<file path="config.mk">
export PLATFORM = sky130hd
export DESIGN_NAME = game_ctrl
export DESIGN_NICKNAME = d
export VERILOG_FILES = /design/src/rtl/game_ctrl_pkg.sv /design/src/rtl/game_ctrl_lfsr8.sv /design/src/rtl/game_ctrl.sv
export SDC_FILE = /design/constraint.sdc
export NUM_CORES = 1
export LEC_CHECK = 0
export BUFFER_PORTS_ARGS = -buffer_cell sky130_fd_sc_hd__buf_2
export CAP_MARGIN = 20
export CORE_ASPECT_RATIO = 0.6
export CORE_MARGIN = 10
export CORE_UTILIZATION = 58
export DETAILED_ROUTE_END_ITERATION = 10
export GPL_TIMING_DRIVEN = 0
export PLACE_DENSITY = 0.9
export SKIP_CTS_REPAIR_TIMING = 1
export SLEW_MARGIN = 40
export SYNTH_ARGS = -nofsm -noshare
export SYNTH_HDL_FRONTEND = slang
export SYNTH_HIERARCHICAL = 1
export SYNTH_SLANG_ARGS = --single-unit
</file>
<file path="constraint.sdc">
create_clock -name clk -period 3.82 [get_ports clk]
set_input_delay 0.382 -clock clk [delete_from_list [all_inputs] [get_ports clk]]
set_output_delay 0.382 -clock clk [all_outputs]
set_load 0.005 [all_outputs]
</file>
<file path="src/rtl/game_ctrl_pkg.sv">
// Shared definitions for the game sequencer and the pixel generator.
package game_ctrl_pkg;

  typedef enum logic [1:0] {
    ST_TITLE = 2'b00,
    ST_PLAY  = 2'b01,
    ST_PAUSE = 2'b10,
    ST_OVER  = 2'b11
  } game_state_t;

  localparam int GRID_W_DEF = 16;
  localparam int GRID_H_DEF = 12;
  localparam int CELL_PX    = 40;

  // Fibonacci LFSR, taps 8,6,5,4, shifting towards the MSB
  function automatic logic [7:0] lfsr8_next(input logic [7:0] q);
    return {q[6:0], q[7] ^ q[5] ^ q[4] ^ q[3]};
  endfunction

endpackage

</file>
<file path="src/rtl/game_ctrl_lfsr8.sv">
// Free-running 8-bit pseudo-random source used for target placement.
module lfsr8
  import game_ctrl_pkg::*;
(
  input  logic       clk,
  input  logic       dreset,
  input  logic [7:0] seed,
  output logic [7:0] q
);

  // Step every clock; seed must be nonzero or the sequence locks up
  always_ff @(posedge clk) begin
    if (!dreset) q <= seed;
    else         q <= lfsr8_next(q);
  end

endmodule

</file>
<file path="src/rtl/game_ctrl.sv">
// Game-state sequencer: TITLE/PLAY/PAUSE/OVER, player movement, scoring, frame timer.
//
// state    | meaning
// ---------+--------------------------------------------------
// ST_TITLE | idle title screen, waiting for enter
// ST_PLAY  | game running, frame updates on refr_tick
// ST_PAUSE | game frozen, enter resumes
// ST_OVER  | timer expired, outputs held until enter
module game_ctrl
  import game_ctrl_pkg::*;
#(
  parameter int         GRID_W      = GRID_W_DEF,
  parameter int         GRID_H      = GRID_H_DEF,
  parameter int         XW          = 4,
  parameter int         YW          = 4,
  parameter int         MOVE_DIV    = 8,
  parameter int         GAME_FRAMES = 1800,
  parameter int         TW          = 11,
  parameter int         SCORE_W     = 8,
  parameter logic [7:0] LFSR_SEED   = 8'hA5
) (
  input  logic               clk,
  input  logic               dreset,
  input  logic               refr_tick,
  input  logic               key_left,
  input  logic               key_right,
  input  logic               key_up,
  input  logic               key_down,
  input  logic               key_enter,
  input  logic               key_reset,
  output logic [1:0]         state,
  output logic [XW-1:0]      player_x,
  output logic [YW-1:0]      player_y,
  output logic [XW-1:0]      target_x,
  output logic [YW-1:0]      target_y,
  output logic [SCORE_W-1:0] score,
  output logic [TW-1:0]      time_left,
  output logic               hit_tick
);

  localparam int            CW     = (MOVE_DIV > 1) ? $clog2(MOVE_DIV) : 1;
  localparam logic [XW-1:0] X_HOME = XW'(GRID_W / 2);
  localparam logic [YW-1:0] Y_HOME = YW'(GRID_H / 2);
  localparam logic [XW-1:0] X_MAX  = XW'(GRID_W - 1);
  localparam logic [YW-1:0] Y_MAX  = YW'(GRID_H - 1);
  localparam logic [TW-1:0] T_FULL = TW'(GAME_FRAMES);
  localparam logic [CW-1:0] C_LOAD = CW'(MOVE_DIV - 1);

  game_state_t        state_q, state_d;
  logic [XW-1:0]      px_q, px_d, tx_q, tx_d, step_x;
  logic [YW-1:0]      py_q, py_d, ty_q, ty_d, step_y;
  logic [SCORE_W-1:0] score_q, score_d;
  logic [TW-1:0]      time_q, time_d;
  logic [CW-1:0]      cnt_q, cnt_d;
  logic               hit_q, hit_d;
  logic               prev_enter, prev_reset;
  logic [7:0]         lfsr_q;
  logic               enter_rise, reset_rise, dir_held;

  lfsr8 u_lfsr (
    .clk    (clk),
    .dreset (dreset),
    .seed   (LFSR_SEED),
    .q      (lfsr_q)
  );

  assign enter_rise = key_enter & ~prev_enter;
  assign reset_rise = key_reset & ~prev_reset;
  assign dir_held   = key_left | key_right | key_up | key_down;

  assign state     = state_q;
  assign player_x  = px_q;
  assign player_y  = py_q;
  assign target_x  = tx_q;
  assign target_y  = ty_q;
  assign score     = score_q;
  assign time_left = time_q;
  assign hit_tick  = hit_q;

  // Fold LFSR nibbles into the grid and nudge right if the target lands on the player
  function automatic logic [XW+YW-1:0] retarget(input logic [7:0]    l,
                                                input logic [XW-1:0] px,
                                                input logic [YW-1:0] py);
    int tx;
    int ty;
    tx = int'(l[3:0]);
    if (tx >= GRID_W) tx = tx - GRID_W;
    ty = int'(l[7:4]);
    if (ty >= GRID_H) ty = ty - GRID_H;
    if (XW'(tx) == px && YW'(ty) == py) tx = (tx + 1 == GRID_W) ? 0 : tx + 1;
    return {YW'(ty), XW'(tx)};
  endfunction

  // Next state and next values of every game register
  always_comb begin
    state_d = state_q;
    px_d    = px_q;
    py_d    = py_q;
    tx_d    = tx_q;
    ty_d    = ty_q;
    score_d = score_q;
    time_d  = time_q;
    cnt_d   = cnt_q;
    hit_d   = 1'b0;
    step_x  = px_q;
    step_y  = py_q;

    if (key_left) begin
      if (px_q != '0) step_x = px_q - XW'(1);
    end else if (key_right) begin
      if (px_q != X_MAX) step_x = px_q + XW'(1);
    end else if (key_up) begin
      if (py_q != '0) step_y = py_q - YW'(1);
    end else if (key_down) begin
      if (py_q != Y_MAX) step_y = py_q + YW'(1);
    end

    if (reset_rise) begin
      state_d = ST_TITLE;
      px_d    = X_HOME;
      py_d    = Y_HOME;
      score_d = '0;
      time_d  = T_FULL;
    end else begin
      case (state_q)
        ST_TITLE: begin
          if (enter_rise) begin
            state_d      = ST_PLAY;
            px_d         = X_HOME;
            py_d         = Y_HOME;
            score_d      = '0;
            time_d       = T_FULL;
            {ty_d, tx_d} = retarget(lfsr_q, X_HOME, Y_HOME);
          end
        end
        ST_PLAY: begin
          if (enter_rise) begin
            state_d = ST_PAUSE;
          end else if (refr_tick) begin
            if (!dir_held) begin
              cnt_d = '0;
            end else if (cnt_q == '0) begin
              px_d  = step_x;
              py_d  = step_y;
              cnt_d = C_LOAD;
            end else begin
              cnt_d = cnt_q - CW'(1);
            end
            if (px_d == tx_q && py_d == ty_q) begin
              if (score_q != '1) score_d = score_q + SCORE_W'(1);
              hit_d        = 1'b1;
              {ty_d, tx_d} = retarget(lfsr_q, px_d, py_d);
            end
            if (time_q != '0) time_d = time_q - TW'(1);
            if (time_q == TW'(1)) state_d = ST_OVER;
          end
        end
        ST_PAUSE: begin
          if (enter_rise) state_d = ST_PLAY;
        end
        ST_OVER: begin
          if (enter_rise) state_d = ST_TITLE;
        end
        default: state_d = ST_TITLE;
      endcase
    end
  end

  // FSM state register
  always_ff @(posedge clk) begin
    if (!dreset) state_q <= ST_TITLE;
    else         state_q <= state_d;
  end

  // Position, target, score, timer, repeat counter and key history registers
  always_ff @(posedge clk) begin
    if (!dreset) begin
      px_q       <= X_HOME;
      py_q       <= Y_HOME;
      tx_q       <= '0;
      ty_q       <= '0;
      score_q    <= '0;
      time_q     <= T_FULL;
      cnt_q      <= '0;
      hit_q      <= 1'b0;
      prev_enter <= 1'b0;
      prev_reset <= 1'b0;
    end else begin
      px_q       <= px_d;
      py_q       <= py_d;
      tx_q       <= tx_d;
      ty_q       <= ty_d;
      score_q    <= score_d;
      time_q     <= time_d;
      cnt_q      <= cnt_d;
      hit_q      <= hit_d;
      prev_enter <= key_enter;
      prev_reset <= key_reset;
    end
  end

endmodule

</file>
; Yosys cells after proc, flatten, opt, wreduce, memory -nomap -nowiden
; Cells that the tools add are included.
[op_classes]
addsub = 9
magnitude_cmp = 1
eq_ne = 24
n_mux = 72
bitwise = 15
reduce_logical = 18
[op_table]
columns = op, n
row1 = $mux 4, 48
row2 = $mux 11, 4
row3 = $mux 8, 5
row4 = $pmux 4 s2, 4
row5 = $pmux 11 s2, 1
row6 = $eq 4x4->1, 4
row7 = $pmux 8 s2, 1
row8 = $ne 2x2->1 const B, 7
row9 = $reduce_and 4->1, 3
row10 = $reduce_and 6->1, 2
row11 = $eq 11x1->1 const B, 1
row12 = $reduce_bool 11->1, 1
row13 = $sub 11x1->11 const B, 1
row14 = $mux 2, 5
row15 = $add 4x1->4 const B, 2
row16 = $add 8x1->8 const B, 1
row17 = $ne 4x4->1 const B, 2
row18 = $ne 8x8->1 const B, 1
row19 = $reduce_bool 4->1, 2
row20 = $sub 4x1->4 const B, 2
row21 = $not 1->1, 7
row22 = $mux 3, 2
row23 = $ne 3x3->1 const B, 2
row24 = $pmux 2 s3, 1
row25 = other kinds (21), 30
[totals]
ff_bits = 51
input_bits = 9
output_inout_bits = 38
word_cells = 151

; Logic depth before layout (Yosys ltp)
; Gate-level depths: netlist (run 1).
[depth]
ltp_word = 26
mapped_depth = 13
depth_no_buf = 11

; By module
; Netlist (run 1), hierarchy kept.
[modules_own_cells]
columns = module, n_inst, cells_each, area_per_inst_um2, seq_area_each_um2
row1 = game_ctrl, 1, 403, 3189.3, 860.8
row2 = lfsr8, 1, 21, 285.3, 160.2

; Worst setup path before layout (run 1)
; OpenSTA, ideal clock, no wires.
[synth_timing]
kind = flip-flop to flip-flop
start = register py_q[0] (netlist: player_y[0])
end = register tx_q[3] (netlist: target_x[3])
setup_time_ps = 116
arrival_time_ps = 3058
required_ps = 3704
path_slack_ps = 646
path_stages_with_launch = 13
n_path_buf = 1
period_less_slack_ps = 3174
cell_sequence = dfxtp_1 clkbuf_1 inv_1 ha_1 nand2_1 o311ai_4 o211a_1 or4_1 or4_4 nor2_4 and4_1 xnor2_1 o211a_1
[synth_via]
elab_chain_cells = 19
elab_cells_between_ends = 27
classes_between = 2 x add/sub / 4 x eq/ne / 17 x mux / 4 x reduce/logical
[synth_lines]
columns = item, line
row1 = "start, declared", game_ctrl.sv:51  ; logic [YW-1:0] py_q, py_d, ty_q, ty_d, step_y;
row2 = "start signal, assigned", game_ctrl.sv:190  ; py_q <= py_d;
row3 = $add 4x1->4 / $ne 4x4->1 (equally long branches), game_ctrl.sv:115  ; if (py_q != Y_MAX) step_y = py_q + YW'(1);
row4 = $mux 4, game_ctrl.sv:115
row5 = $mux 4, game_ctrl.sv:114  ; end else if (key_down) begin
row6 = $mux 4, game_ctrl.sv:112  ; end else if (key_up) begin
row7 = $mux 4, game_ctrl.sv:110  ; end else if (key_right) begin
row8 = $mux 4, game_ctrl.sv:108  ; if (key_left) begin
row9 = $mux 4, game_ctrl.sv:142  ; end else if (cnt_q == '0) begin
row10 = $mux 4 (*), game_ctrl.sv:140  ; if (!dir_held) begin
row11 = [... 3 more ...], --
row12 = $mux 4 (*), game_ctrl.sv:118  ; if (reset_rise) begin
row13 = $eq 4x4->1, game_ctrl.sv:90  ; if (XW'(tx) == px && YW'(ty) == py) tx = (tx + 1 == GRID_W) ? 0 : tx + 1;
row14 = $logic_and 1x1->1, game_ctrl.sv:90
row15 = $mux 4, game_ctrl.sv:90
row16 = $mux 4, game_ctrl.sv:149  ; if (px_d == tx_q && py_d == ty_q) begin
row17 = $mux 4, game_ctrl.sv:139  ; end else if (refr_tick) begin
row18 = $mux 4, game_ctrl.sv:137  ; if (enter_rise) begin
row19 = $pmux 4 s2, game_ctrl.sv:125  ; case (state_q)
row20 = "end signal, assigned", game_ctrl.sv:191  ; tx_q <= tx_d;
row21 = "end, declared", game_ctrl.sv:50  ; logic [XW-1:0] px_q, px_d, tx_q, tx_d, step_x;
; Mark *: on every way between the ends. The rest lies on a longest branch, timed or not. The select of a mux whose other input is x is not followed.
; A chain may end at the register's enable or synchronous reset.

; Worst setup path after layout (run 1)
[layout_timing]
start = register cnt_q[0]
end = register tx_q[3] (netlist: target_x[3])
[layout_via]
elab_chain_cells = 14
elab_cells_between_ends = 26
classes_between = 5 x eq/ne / 17 x mux / 4 x reduce/logical
[layout_lines]
columns = item, line
row1 = "start, declared", game_ctrl.sv:54  ; logic [CW-1:0] cnt_q, cnt_d;
row2 = "start signal, assigned", game_ctrl.sv:195  ; cnt_q <= cnt_d;
row3 = $logic_not 3->1 (*), game_ctrl.sv:142
row4 = $mux 4, game_ctrl.sv:142
row5 = $mux 4, game_ctrl.sv:140
row6 = $mux 4, game_ctrl.sv:139
row7 = $mux 4, game_ctrl.sv:137
row8 = $mux 4, game_ctrl.sv:125
row9 = $mux 4, game_ctrl.sv:118
row10 = $eq 4x4->1, game_ctrl.sv:90
row11 = $logic_and 1x1->1, game_ctrl.sv:90
row12 = $mux 4, game_ctrl.sv:90
row13 = $mux 4, game_ctrl.sv:149
row14 = $mux 4, game_ctrl.sv:139
row15 = $mux 4, game_ctrl.sv:137
row16 = $pmux 4 s2, game_ctrl.sv:125
; Marked as above.

==> run summary, run 1 <==
outcome: completed
proportion of layout cells with a drive suffix above 1: 15.5%
met1 usage: 30.8%
Seq/Total Area, Yosys: 29.4%
Root Buffer: clkbuf_8
top-area cell type share of the netlist area: 29.4%
most used cell, CP: o211a_1
vias: 3588
Setup crit start: cnt_q[0]
leakage: 1.56 nW
Async SR Flop Fraction: 0%
crit path DAT: 3.83 ns
Initial Util: 61.2%
Buf/Inv on CP: 1
Comb power frac: 19.7%
peak supply drop: 0.225 mV
mapped cell area: 3470 um^2
CP Launch Type: flip-flop
initial antenna violation count: 0
area of the multi-input gates: 2330 um^2
CP Capture Type: flip-flop
total grt overflow: 0
crit path cell chain: inv_1 -> ha_1 -> nor4b_4 -> o311ai_4 -> o211a_1 -> or4_1 -> or4_4 -> nor2_4 -> and4_1 -> xnor2_1 -> o211a_1
gr usage total: 21.4%
library cells used by synthesis: 84
Req. time, crit path: 4.03 ns
vias per std cell: 6.37
r2r startpoint: cnt_q[0]
EDFF count, synth: 0
Core Box Area: 5680 um^2
CTS tree: done
Clock Pin Slew Worst Setup and Hold Paths: 0.10 ns
width of the chip: 120 um
die height: 80.0 um
Slew Limit Fails: 0
part of the power in registers: 48.3%
top_reg_cell synth: dfxtp_1
master of the slowest instance on the critical path: or4_1
setup_tns: 0 ns
I/O pin cnt: 47
period utilization: 94.7%
post-synth top area cell: dfxtp_1
Mapped Avg Cell Area: 8.19 um^2
switch share: 30.8%
Hold Path Class: in -> reg
Sequential cell area: 1020 um^2
post-synthesis cell count: 424
final setup fails: 0
die area: 9590 um^2
met3 GRT Util: 5.44%
crit path kind: reg -> reg
wirelength, routed: 10600 um
relative slew slack: 52.1%
Worst path max stage delay: 0.53 ns
Internal: 0.853 mW
maximum number of pins on one net before global-route repair: 17
worst hold start: dreset
Yosys Warn Count: 6
fillers: 491
CP max FO: 9
RSZ-0062 raised after global routing: no
Sw Pwr: 0.380 mW
Inserted Clock Buffers: 5
Least-Margin Pin Slew: 0.712 ns
row cnt: 21
WL/cell: 18.8 um
# Max-Cap Violations: 0
GR Util met2: 30.6%
Fin. Hold Viols: 0
Longest Clk Path Bufs: 2
Tmin final: 3.62 ns
Placement Setup Slack: 0.0789 ns
Top Usage Layer GRT: met1
min setup slack post-route: 0.204 ns
Pwr Density: 312 nW/um^2
vias in the first global route: 3227
detailed-placement wirelength estimate: 8230 um
nets@finish: 502
DR iter-0 viols: 442
crit-path leading delay family: simple AND/OR/NAND/NOR gates
first-pass GRT wire length: 16800 um
top area cells in the synthesized netlist: dfxtp_1 (29%), nor2_1 (4.6%), ha_1 (4.0%), xnor2_1 (3.8%), nand2_1 (3.7%)
H-Tree Level Count: 2
area grow syn2layout: 13.5%
DRC viols: 0
DR pass1 iterations: 5
synthesis-stage register bit count: 51
Max Fclk: 277 MHz
Inserted Diodes: 0
most frequent cells in the layout: dfxtp_1 (51), buf_2 (48), nor2_1 (43)
# port buffers: 45
gpl congestion: 0.965
Clock Power Share: 32.1%
worst-skew pair later-pin latency: 0.31 ns
Final Skew: 0.00795 ns
most common cell after layout, fill and taps aside: dfxtp_1
clk sinks: 51
DRT antenna net count: 0
-- stage by stage --
step           area (um^2)  total power, mW  hold slack (ns)  cells  utilization [%]
2_1_floorplan         3500            0.763            0.456    430                -
3_3_place_gp          3820            0.830            0.468    555             67.4
3_5_place_dp          3820            0.838            0.485    555             67.4
4_1_cts               3940             1.22            0.291    563             69.3
5_1_grt               3940             1.27            0.294    563             69.5
6_report              3940             1.23            0.288    563             69.5
-- registers in the layout, summed over array words and instances (netlist names) --
register	count
score	8
prev_enter	1
prev_reset	1
state	2
player_x	4
player_y	4
target_y	4
u_lfsr/q	8
time_left	11
hit_tick	1
target_x	4
cnt_q	3
-- cells by family after synthesis --
logic type,count (synthesis),synth area share [%]
muxes,16,4.90
buffers and inverters,35,4.32
and+or+nand+nor,187,30.2
DFF,51,29.4
other,2,0.216
adders and majority gates,11,3.96
AOI/OAI and AO/OA,102,21.6
xor gates and xnor gates,20,5.44
-- area by class of cell --
cell class / count / area share [%]
Buffer: 20 / 2.41
Clock buffer: 5 / 1.74
Clock inverter: 3 / 1.11
Inverter: 15 / 1.43
Multi-Input combinational cell: 344 / 59.2
Sequential cell: 51 / 25.9
Tap cell: 80 / 2.54
Timing Repair Buffer: 45 / 5.71
-- worst reg2reg max path, stage by stage, from the launching register on --
cell and delay [ns]:
dfxtp_1 0.34, inv_1 0.09, ha_1 0.36, nor4b_4 0.48, o311ai_4 0.26, o211a_1 0.29
or4_1 0.53, or4_4 0.53, nor2_4 0.15, and4_1 0.22, xnor2_1 0.07, o211a_1 0.20
-- cell usage after synthesis, drive strengths merged (3+ instances only) --
cell type  number
nor4            8
o21ai          14
buf             5
o211a           4
nor2           44
clkbuf         15
o22ai           3
a21o            3
nor3           12
a21oi          21
or3b            3
o21a            3
nand2b          9
o311ai          3
and2            7
nand3          20
ha             11
or4             7
nand4b          3
inv            14
a31oi           4
a211oi          8
and3            3
a2111oi         3
nand4           3
mux2i           8
dfxtp          51
mux2            8
or3             4
nand2          34
nor3b           5
xnor2          15
nor2b           8
o32ai           3
xor2            4
-- routing by layer --
metal	wire, um	share of wire, %
met1	4740	45
met2	4350	41
met5	0	0
met3	1360	13
met4	131	1.2
-- power groups by stage --
stage | logic [mW] | registers [mW] | clock network [mW]
after detailed placement | 0.233 | 0.605 | 0
after CTS | 0.235 | 0.592 | 0.391
after global placement | 0.226 | 0.603 | 0
after floorplan | 0.170 | 0.593 | 0
final | 0.242 | 0.595 | 0.395
after global routing | 0.264 | 0.598 | 0.410
-- final timing paths --
kind	end	slack, ns	cells past startpoint
max	target_x[3]	0.20	11
min	u_lfsr/q[0]	0.29	2
max reg2reg	target_x[3]	0.20	11
min reg2reg	score[4]	0.50	2
(Power assumes the default switching activity.)
==> inputs of run 2 (changes only) <==
--- a/config.mk
+++ b/config.mk
@@ -9,10 +9,10 @@
 export CAP_MARGIN = 20
 export CORE_ASPECT_RATIO = 0.6
 export CORE_MARGIN = 10
-export CORE_UTILIZATION = 58
+export CORE_UTILIZATION = 50
 export DETAILED_ROUTE_END_ITERATION = 10
 export GPL_TIMING_DRIVEN = 0
-export PLACE_DENSITY = 0.9
+export PLACE_DENSITY = 0.81
 export SKIP_CTS_REPAIR_TIMING = 1
 export SLEW_MARGIN = 40
 export SYNTH_ARGS = -nofsm -noshare
==> run summary, run 2 (synthesized netlist as in run 1, its figures left out) <==
Clock Pin Slew Worst Setup and Hold Paths: 0.06 ns (-0.04 ns)
maximum number of pins on one net before global-route repair: 16 (-1)
vias in the first global route: 3305 (+2.4%)
outcome: completed
crit path cell chain: clkbuf_1 -> inv_1 -> ha_1 -> mux2_2 -> o21ai_0 -> o211a_1 -> nor3_1 -> a2111oi_1 -> nand4_1 -> a211oi_1 -> xnor2_1 -> nor2_1
peak supply drop: 0.296 mV (+32%)
row cnt: 23 (+9.5%)
worst-skew pair later-pin latency: 0.29 ns (-0.02 ns)
DRT antenna net count: 0 (unchanged)
Longest Clk Path Bufs: 2 (unchanged)
relative slew slack: 48.4% (-3.7 points)
WL/cell: 18.7 um (-0.69%)
clk sinks: 51 (unchanged)
gpl congestion: 0.999 (+3.4%)
nets@finish: 502 (unchanged)
most common cell after layout, fill and taps aside: dfxtp_1
M1 wire length: 4840 um (+2.1%)
Root Buffer: clkbuf_16
CP Launch Type: flip-flop
Tmin final: 3.65 ns (+0.0340 ns)
crit-path leading delay family: compound AO/OA/AOI/OAI gates
proportion of layout cells with a drive suffix above 1: 15.4% (-0.18 points)
Placement Setup Slack: 0.0639 ns (-0.0150 ns)
Inserted Clock Buffers: 5 (unchanged)
initial antenna violation count: 0 (unchanged)
dpl cell area: 3830 um^2 (+0.23%)
master of the slowest instance on the critical path: a211oi_1
setup_tns: 0 ns (unchanged)
Inserted Diodes: 0 (unchanged)
DR WL met2: 4310 um (-0.92%)
Req. time, crit path: 3.98 ns (-0.05 ns)
gr usage total: 19.5% (-1.9 points)
vias per std cell: 6.31 (-1.0%)
Buf/Inv on CP: 2 (+1)
DRC viols: 0 (unchanged)
CP max FO: 8 (-1)
fillers: 624 (+27%)
max FFs per register: 11 (unchanged)
Slew Limit Fails: 0 (unchanged)
Initial Util: 51.8% (-9.4 points)
DR iter-0 viols: 549 (+24%)
most frequent cells in the layout: dfxtp_1 (51), buf_2 (48), nor2_1 (43)
# port buffers: 45 (unchanged)
Core Box Area: 6710 um^2 (+18%)
CP Capture Type: flip-flop
wirelength, routed: 10600 um (+0.37%)
die height: 84.6 um (+5.8%)
area grow syn2layout: 14.5%
Finished Cell Area: 3980 um^2 (+0.89%)
crit path kind: reg -> reg
final setup fails: 0 (unchanged)
RSZ-0062 raised after global routing: yes
Fin. Hold Viols: 0 (unchanged)
Setup crit start: player_x[0]
Max Fclk: 274 MHz (-0.93%)
top layer in use: met4
Hold Path Class: in -> reg
detailed-placement wirelength estimate: 8140 um (-1.1%)
Pwr Density: 319 nW/um^2 (+2.2%)
min setup slack post-route: 0.170 ns (-0.0340 ns)
r2r startpoint: player_x[0]
crit path DAT: 3.81 ns (-0.02 ns)
width of the chip: 128 um (+6.4%)
DR pass1 iterations: 5 (unchanged)
length of routed met3 wiring: 1350 um (-0.81%)
leakage: 1.57 nW (+0.74%)
I/O pin cnt: 47 (unchanged)
Worst path max stage delay: 0.45 ns (-0.08 ns)
Final Skew: 0.00500 ns (-0.00294 ns)
# Max-Cap Violations: 0 (unchanged)
period utilization: 95.6% (+0.89 points)
Least-Margin Pin Slew: 0.770 ns (+0.0579 ns)
worst hold start: key_reset
H-Tree Level Count: 2 (unchanged)
CTS tree: done
vias: 3590 (+0.056%)
first-pass GRT wire length: 17500 um (+3.9%)
total grt overflow: 0 (unchanged)
die area: 10800 um^2 (+13%)
==> run 2: cell count changes in the layout (fill, tap and decap cells not counted) <==
cell       before  now
clkbuf_16       0    5
clkbuf_8        5    0
bufinv_16       1    0
==> run 2: power by group <==
group / leakage, nW / total, mW / internal, mW / switching (mW)
Clock: 0.0696 / 0.434 / 0.239 / 0.195
Sequential: 0.416 / 0.595 / 0.555 / 0.0392
Combinational: 1.09 / 0.243 / 0.102 / 0.141
Total: 1.57 / 1.27 / 0.896 / 0.375
==> run 2: final timing paths <==
kind	to	slack, ns	cells past startpoint
setup reg to reg	score[7]	0.17	12
hold reg to reg	score[4]	0.48	2
hold / removal	prev_reset	0.30	2
setup / recovery	score[7]	0.17	12
==> run 2: area by class of cell <==
cell class	count	area, um^2	share of cell area [%]
multi-input cells	344	2330	58.6
clock buffers	5	125	3.14
plain buffers	20	95.1	2.39
well taps	87	109	2.74
clock inverters	2	13.8	0.346
flip-flops and latches	51	1020	25.7
repair buffers	45	225	5.66
inverters	15	56.3	1.42
==> run 2: layer usage <==
| metal | GRT usage, % | up-vias |
|---|---|---|
| met2 | 27.1 | 207 |
| met4 | 4.89 | 0 |
| met5 | 0 | - |
| met3 | 6.72 | 14 |
| met1 | 27.9 | 1680 |
| li1 | - | 1689 |
==> run 2: per-stage QoR <==
stage	utilization, %	std cells	power (mW)	hold WS, ns
floorplan	-	430	0.763	0.456
global placement	57.1	562	0.828	0.467
detailed placement	57.1	562	0.838	0.479
CTS	59.2	569	1.27	0.296
global route	59.3	569	1.33	0.301
finish	59.3	569	1.27	0.303
==> inputs of run 3 (changes only) <==
--- a/config.mk
+++ b/config.mk
@@ -9,10 +9,10 @@
 export CAP_MARGIN = 20
 export CORE_ASPECT_RATIO = 0.6
 export CORE_MARGIN = 10
-export CORE_UTILIZATION = 50
+export CORE_UTILIZATION = 45
 export DETAILED_ROUTE_END_ITERATION = 10
 export GPL_TIMING_DRIVEN = 0
-export PLACE_DENSITY = 0.81
+export PLACE_DENSITY = 0.75
 export SKIP_CTS_REPAIR_TIMING = 1
 export SLEW_MARGIN = 40
 export SYNTH_ARGS = -nofsm -noshare
==> run summary, run 3 (synthesized netlist as in run 1, its figures left out) <==
# Max-Cap Violations: 0 (unchanged)
die height: 88.1 um (+4.1%)
Least-Margin Pin Slew: 0.824 ns (+0.0538 ns)
Clock Pin Slew Worst Setup and Hold Paths: 0.07 ns (about the same)
setup_tns: 0 ns (unchanged)
Core Box Area: 7390 um^2 (+10%)
max FFs per register: 11 (unchanged)
WL/cell: 18.2 um (-2.3%)
CP Launch Type: flip-flop
Inserted Clock Buffers: 5 (unchanged)
Hold Path Class: in -> reg
Worst Reg-to-Reg Cells: 12 (unchanged)
Final Skew: 0.00512 ns (+0.000115 ns)
Root Buffer: clkbuf_16
DR pass1 iterations: 5 (unchanged)
area grow syn2layout: 15.9%
width of the chip: 133 um (+4.6%)
first-pass GRT wire length: 17500 um (+0.20%)
vias: 3539 (-1.4%)
total grt overflow: 0 (unchanged)
crit path DAT: 3.82 ns (about the same)
Setup crit start: cnt_q[0]
maximum number of pins on one net before global-route repair: 16 (unchanged)
most used cell, CP: o211a_1
Initial Util: 47.0% (-4.8 points)
vias per std cell: 6.01 (-4.8%)
DR iter-0 viols: 515 (-6.2%)
CP max FO: 9 (+1)
min setup slack post-route: 0.195 ns (+0.0250 ns)
Longest Clk Path Bufs: 2 (unchanged)
row cnt: 24 (+4.3%)
relative slew slack: 44.8% (-3.6 points)
Fin. Hold Viols: 0 (unchanged)
Placement Setup Slack: 0.0852 ns (+0.0213 ns)
proportion of layout cells with a drive suffix above 1: 15.7% (+0.32 points)
crit path cell chain: inv_1 -> ha_1 -> nor4b_4 -> o311ai_4 -> buf_4 -> o211a_1 -> or4_1 -> or4_4 -> nor2_4 -> and4_1 -> xnor2_1 -> o211a_1
worst hold start: key_enter
final setup fails: 0 (unchanged)
peak supply drop: 0.255 mV (-14%)
Max Fclk: 276 MHz (+0.69%)
Worst path max stage delay: 0.54 ns (+0.09 ns)
clk sinks: 51 (unchanged)
nets@finish: 504 (+0.40%)
crit path kind: reg -> reg
DRT antenna net count: 0 (unchanged)
most frequent cells in the layout: dfxtp_1 (51), buf_2 (48), nor2_1 (43)
vias in the first global route: 3355 (+1.5%)
Tmin final: 3.63 ns (-0.0250 ns)
CTS tree: done
master of the slowest instance on the critical path: or4_1
period utilization: 94.9% (-0.65 points)
DRC viols: 0 (unchanged)
Req. time, crit path: 4.01 ns (+0.03 ns)
H-Tree Level Count: 2 (unchanged)
worst-skew pair later-pin latency: 0.30 ns (about the same)
hold path cells: 2 (unchanged)
detailed-placement wirelength estimate: 8250 um (+1.4%)
Post-Route Utilization: 54.5% (-4.8 points)
gr usage total: 18.2% (-1.4 points)
r2r startpoint: cnt_q[0]
most common cell after layout, fill and taps aside: dfxtp_1
Pwr Density: 325 nW/um^2 (+1.9%)
outcome: completed
Inserted Diodes: 0 (unchanged)
# port buffers: 45 (unchanged)
Slew Limit Fails: 0 (unchanged)
initial antenna violation count: 0 (unchanged)
wirelength, routed: 10700 um (+1.1%)
I/O pin cnt: 47 (unchanged)
fillers: 737 (+18%)
die area: 11800 um^2 (+8.9%)
CP Capture Type: flip-flop
leakage: 1.59 nW (+0.85%)
Total Power: 1.31 mW (+3.1%)
gpl congestion: 0.997 (-0.12%)
[run 3: changes by cell type in the layout (fill, tap and decap cells not counted), sizes merged]
cell / before / now
buf: 50 / 52
clkbuf: 20 / 22
clkinv: 3 / 2
[run 3: worst max-delay path, delay by kind of cell (launching register included)]
| family | cells | cell delay (ns) |
|---|---|---|
| and+or+nand+nor | 5 | 1.92 |
| AOI/OAI and AO/OA | 3 | 0.60 |
| adders and majority gates | 1 | 0.34 |
| DFF | 1 | 0.33 |
| buffers and inverters | 2 | 0.26 |
| xor gates and xnor gates | 1 | 0.06 |
[run 3: metrics by stage]
stage                     std cells  hold slack [ns]  cell area, um^2
after detailed placement        579            0.478             3850
after floorplan                 430            0.456             3500
after global placement          579            0.465             3850
after global routing            589            0.308             4030
after CTS                       587            0.301             4000
final                           589            0.302             4030
[run 3: path summary, 6_finish.rpt]
kind,endpoint,slack [ns]
hold / removal,prev_enter,0.30
setup reg to reg,target_x[3],0.19
hold reg to reg,time_left[10],0.49
setup / recovery,target_x[3],0.19
[run 3: power breakdown]
part,internal (mW),total [mW],switching [mW]
logic,0.103,0.243,0.141
registers,0.555,0.597,0.0413
clock network,0.263,0.471,0.208
total,0.921,1.31,0.390
[run 3: metal layers]
layer	GRT usage (%)	wire, um	vias to the layer above
li1	-	-	1692
met1	26.0	4940	1640
met2	25.9	4360	193
met3	5.43	1330	14
met4	4.42	104	0
met5	0	0	-
[run 3: final cells by class]
type	instances	area, um^2	area share [%]
Sequential cell	51	1020	25.3
Multi-Input combinational cell	344	2330	57.9
Timing Repair Buffer	47	240	5.96
Buffer	20	95.1	2.36
Clock inverter	1	8.76	0.217
Tap cell	104	130	3.23
Clock buffer	7	143	3.54
Inverter	15	56.3	1.40
